<file path="src/rtl/fifo_pkg.sv">
// fifo_pkg: shared types and sizes for the synchronous FIFO and its stream reader.
package fifo_pkg;
  typedef enum logic [1:0] {IDLE, RUN, DRAIN} reader_state_e;
  localparam int SKID_DEPTH = 2;
  localparam int DEF_FIFO_WIDTH = 16;
endpackage

</file>
<file path="src/rtl/fifo_reader_sva.sv">
// fifo_reader_sva: safety properties of the stream reader (no empty reads, no slot overrun, stable output).
module fifo_reader_sva #(
  parameter int W = 16
) (
  input logic         clk,
  input logic         rst_n,
  input logic         fifo_rd_en,
  input logic         fifo_empty,
  input logic [1:0]   occ,
  input logic         inflight,
  input logic         m_valid,
  input logic         m_ready,
  input logic [W-1:0] m_data
);
  a_no_empty_read: assert property (@(posedge clk) disable iff (!rst_n) !(fifo_rd_en && fifo_empty));
  a_slot_reserved: assert property (@(posedge clk) disable iff (!rst_n) ({1'b0, occ} + {2'b0, inflight}) <= 3'd2);
  a_data_stable:   assert property (@(posedge clk) disable iff (!rst_n) m_valid && !m_ready |=> $stable(m_data));
endmodule

</file>
<file path="src/rtl/fifo_skid_buf.sv">
// fifo_skid_buf: 2-entry output buffer that absorbs words returning from the FIFO read latency.
module fifo_skid_buf
  import fifo_pkg::*;
#(
  parameter int W = DEF_FIFO_WIDTH
) (
  input  logic         clk,
  input  logic         rst_n,
  input  logic         push,
  input  logic [W-1:0] din,
  input  logic         pop,
  output logic [W-1:0] dout,
  output logic [1:0]   occ
);
  logic [W-1:0] mem [SKID_DEPTH];
  logic head, tail;
  always_ff @(posedge clk or negedge rst_n) begin
    if (!rst_n) begin
      mem[0] <= '0;
      mem[1] <= '0;
      head   <= 1'b0;
      tail   <= 1'b0;
      occ    <= 2'd0;
    end else begin
      if (push) begin
        mem[tail] <= din;
        tail      <= ~tail;
      end
      if (pop) head <= ~head;
      occ <= occ + {1'b0, push} - {1'b0, pop};
    end
  end
  assign dout = mem[head];
endmodule

</file>
<file path="src/rtl/fifo_stream_reader.sv">
// fifo_stream_reader: drains the synchronous FIFO into a valid/ready stream, hiding its read latency.
module fifo_stream_reader
  import fifo_pkg::*;
#(
  parameter int FIFO_WIDTH = DEF_FIFO_WIDTH,
  parameter int CNT_W      = 16
) (
  input  logic                  clk,
  input  logic                  rst_n,
  input  logic                  enable,
  input  logic                  flush,
  output logic                  fifo_rd_en,
  input  logic [FIFO_WIDTH-1:0] fifo_data_out,
  input  logic                  fifo_empty,
  input  logic                  fifo_underflow,
  output logic                  m_valid,
  output logic [FIFO_WIDTH-1:0] m_data,
  input  logic                  m_ready,
  output logic [CNT_W-1:0]      beat_count,
  output logic                  underflow_err,
  output logic                  busy
);
  reader_state_e state, state_nxt;
  logic inflight, pop;
  logic [1:0] occ;
  assign pop        = m_valid && m_ready;
  assign m_valid    = occ != 2'd0;
  assign busy       = state != IDLE;
  // A read is only issued when its returning word is guaranteed a buffer slot.
  assign fifo_rd_en = (state == RUN) && !fifo_empty && (((occ + {1'b0, inflight}) < 2'd2) || pop);
  always_comb begin
    state_nxt = state;
    state_nxt = (state == IDLE) ? ((enable && !flush) ? RUN : IDLE) :
                (state == RUN)  ? ((flush || !enable) ? DRAIN : RUN) :
                                  ((!inflight && occ == 2'd0) ? IDLE : DRAIN);
  end
  always_ff @(posedge clk or negedge rst_n) begin
    if (!rst_n) begin
      state         <= IDLE;
      inflight      <= 1'b0;
      beat_count    <= '0;
      underflow_err <= 1'b0;
    end else begin
      state         <= state_nxt;
      inflight      <= fifo_rd_en;
      beat_count    <= beat_count + CNT_W'(pop);
      underflow_err <= underflow_err | fifo_underflow;
    end
  end
  fifo_skid_buf #(.W(FIFO_WIDTH)) u_skid (
    .clk   (clk),
    .rst_n (rst_n),
    .push  (inflight),
    .din   (fifo_data_out),
    .pop   (pop),
    .dout  (m_data),
    .occ   (occ)
  );
  fifo_reader_sva #(.W(FIFO_WIDTH)) u_sva (
    .clk        (clk),
    .rst_n      (rst_n),
    .fifo_rd_en (fifo_rd_en),
    .fifo_empty (fifo_empty),
    .occ        (occ),
    .inflight   (inflight),
    .m_valid    (m_valid),
    .m_ready    (m_ready),
    .m_data     (m_data)
  );
endmodule

</file>
<file path="config.mk">
export PLATFORM = sky130hd
export DESIGN_NAME = fifo_stream_reader
export DESIGN_NICKNAME = d
export VERILOG_FILES = /design/src/rtl/fifo_pkg.sv /design/src/rtl/fifo_reader_sva.sv /design/src/rtl/fifo_skid_buf.sv /design/src/rtl/fifo_stream_reader.sv
export SDC_FILE = /design/constraint.sdc
export NUM_CORES = 1
export LEC_CHECK = 0
export BUFFER_PORTS_ARGS = -buffer_cell sky130_fd_sc_hd__buf_2
export CORE_MARGIN = 8
export CORE_UTILIZATION = 44
export CTS_CLUSTER_DIAMETER = 50
export CTS_CLUSTER_SIZE = 28
export DETAILED_ROUTE_END_ITERATION = 8
export GPL_ROUTABILITY_DRIVEN = 0
export PLACE_DENSITY = 0.81
export SLEW_MARGIN = 20
export SYNTH_ARGS = -nofsm -noshare
export SYNTH_HDL_FRONTEND = slang
export SYNTH_SLANG_ARGS = --single-unit
</file>
<file path="constraint.sdc">
create_clock -name clk -period 1.8 [get_ports clk]
set_clock_uncertainty 0.2 [all_clocks]
set_input_delay 0.54 -clock clk [delete_from_list [all_inputs] [get_ports clk]]
set_output_delay 0.54 -clock clk [all_outputs]
set_load 0.05 [all_outputs]
</file>
==> summary.txt <==
Synthesis
  • Synthesized Nets: 198
  • Synth top area share: between 50 and 60%
  • Unique masters post-synth: 23
  • Cell Area, Synth: ~2400 um2
  • Proportion of synthesized chip area in sequential cells: 58.0%
  • Synth area leader: dfrtp_1
  • Mean Syn Cell Area: 14.0 um2
  • Yosys reg bits: 56
  • Largest cells by area after synthesis: dfrtp_1, mux2_2, xnor2_1
  • Syn. warnings: 0
  • Cells after synthesis: 173

Global routing
  • Vias in the first global route: 1782
  • Largest net degree at the start of global routing: 57
  • Initial antenna violation count: 0
  • Global-route wire length before repair: roughly 8.4 mm
  • Overflow after GRT: 0
  • Gr usage total: 12.4%

Timing
  • RSZ-0062 raised after global routing: true
  • Min setup slack post-route: -0.606 ns
  • Final setup fails: 26
  • Max Slew Vio Count: 0
  • Part of the cycle the worst path needs: 134%
  • F_max: around 420 MHz
  • Hold_ws: 0.0282 ns
  • Fin. Hold Viols: 0
  • Setup TNS: -6.93 ns
  • Fin crit period: 2.41 ns
  • Worst-Margin Slew: between 0.2 and 0.3 ns
  • Slew margin rel.: 80.2%

Die
  • Die X: 90.1 um
  • Io pins: 59
  • Initial Util: 44.7%
  • Cell Rows: 27
  • Core area: 5410 um2
  • DIE AREA: 8110 um2
  • Die Y: 90.1 um

Pwr
  • PwrDens: 1970 nW/um2
  • Tot Pwr: 6830 uW
  • Net Sw Frac: 41.7%
  • Clock share of power: 9.4%
  • LEAKAGE: 0.00162 uW
  • Psw: 2850 uW
  • Internal Power: 3980 uW
  • Combinational share of power: 59.2%
  • Seq pwr share: between 30% and 40%
  • Worst IR Drop VDD: 1.13 mV

Clocking
  • CTS buffer count: 5
  • Reg clk slew, reported paths: 0.09 ns
  • CTS tree: done
  • H-tree levels: 2
  • Clock buffer depth: 2
  • Sink Count: 56
  • Clk root buf: clkbuf_8
  • Worst-skew pair later-pin latency: 0.29 ns

Final layout
  • Multi-input logic area: ~1100 um2
  • Final #Nets: about 280
  • Fill cell count: 427
  • Antenna diodes: 0
  • Most common cell after layout, fill and taps aside: dfrtp_1
  • Area grow syn2layout: 43.3%
  • Register Area: 1410 um2
  • Share of layout cells above drive strength 1: 61.9%
  • Most frequent cells in the layout: dfrtp_1, mux2_2, buf_2
  • Non-filler cells, final: 329

Hold path
  • Min-delay worst type: in -> async

Worst setup path
  • Crit-path slowest cell: dfrtp_1
  • Crit path largest cell delay: 0.43 ns
  • Required @ worst endpoint: ~1.1 ns
  • Max FO, Critical Path: 2
  • Worst path cell trace: ha_4 -> xnor2_4 -> nor2_4 -> nor4b_4 -> buf_6
  • Buffers and inverters on the worst path: 1
  • CP Launch Type: register
  • CP delay by family, top: flip-flops
  • Critical R2R Launch: u_skid.occ[0]
  • CP endpoint kind: output port
  • Crit path from: inflight
  • CP Class: reg -> out
  • Worst EP arrival: 1.67 ns

Routing
  • DR iter-0 viols: 29
  • Vias: 1617
  • Drt wl/cell: between 15 and 20 um
  • DR pass1 iterations: 4
  • DRT antenna net count: 0
  • DRC Markers: 0
  • Drt via density: slightly below 5
  • Drt total wl: 5.10 mm

Placed design
  • Post-Place Cells: 311
  • Hpwl dp: 3.36 mm
  • Port Buf Inserts: 58

Status
  • Status: complete, but fails checks
  • Failing checks: negative setup slack

Flow run
  • Number of max-cap violations: 0
## path summary, 6_finish.rpt
| check | slack, ns | end | cells past startpoint |
|---|---|---|---|
| worst max-delay path | -0.61 | fifo_rd_en | 5 |
| min in group clk | 0.24 | underflow_err | 2 |
| max in group asynchronous | 1.11 | u_skid.head | 2 |
| worst max register to register | -0.21 | beat_count[12] | 9 |
| worst min-delay path | 0.03 | u_skid.mem[0] | 2 |
| worst min register to register | 0.27 | beat_count[15] | 1 |
## layer usage
metal,vias up,part of all wire [%],routed length [um],track usage [%]
met1,817,41,2080,13.1
li1,759,-,-,-
met4,0,0.92,47,4.16
met2,36,54,2750,23.1
met5,-,0,0,0
met3,5,4.3,220,3.41
## flip-flops by register name (all words and copies together) (netlist names)
signal         count
u_skid.mem        32
u_skid.tail        1
u_skid.occ         2
underflow_err      1
state              2
inflight           1
beat_count        16
u_skid.head        1
## stage by stage
step | util (%) | worst slack (ns) | instance area (um2)
floorplan | - | -0.433 | 2500
global placement | 55.3 | -0.281 | 2990
detailed placement | 55.3 | -0.304 | 2990
CTS | 62.3 | -0.542 | 3370
global route | 64.0 | -0.678 | 3460
finish | 64.0 | -0.606 | 3460
## final cells by class
cell class,instances,share of cell area [%]
Clock buffer,6,2.10
Sequential cell,56,40.7
Inverter,3,0.325
Tap cell,72,2.60
Multi-Input combinational cell,109,32.9
Timing Repair Buffer,82,21.2
Clock inverter,1,0.145
## cell usage after synthesis
cell type and count:
dfrtp_1 56, o21ai_2 1, nand3_2 2, mux2_2 48, inv_1 3, and4_1 1
ha_1 2, a21oi_1 2, nor2b_1 1, nand3_4 1, buf_2 4, nor3_1 3
or2_2 3, nand4_1 2, xor2_1 5, xnor2_1 15, nand2b_1 1, nor2_1 7
nand3_1 4, buf_4 1, nor4_4 1, nor4b_1 1, nand2_1 9
## cells by family (layout without fill, tap and decap cells)
family | Yosys count | count (layout) | synth area share [%]
flip-flops | 56 | 56 | 58.0
multiplexers | 48 | 48 | 22.4
AND/OR/NAND/NOR | 36 | 36 | 8.91
XOR/XNOR | 20 | 20 | 7.25
buffers and inverters | 8 | 92 | 1.61
AO/OA/AOI/OAI | 3 | 3 | 0.777
adder cells (fa/ha/maj) | 2 | 2 | 1.04
## power groups by stage
stage	Sequential, uW	Clock, uW	Combinational [uW]
2_1_floorplan	2250	0	2250
3_3_place_gp	2070	0	3070
3_5_place_dp	2100	0	3110
4_1_cts	2110	665	3990
5_1_grt	2210	706	4240
6_report	2150	641	4040
## repair_timing
item                       CTS  global route
gates resized for setup     70            22
setup endpoints to repair   28            34
buffers inserted             6             7
pin swaps                    2             8
hold buffers                 0             0
gates cloned                 1             0
(Power assumes the default switching activity.)
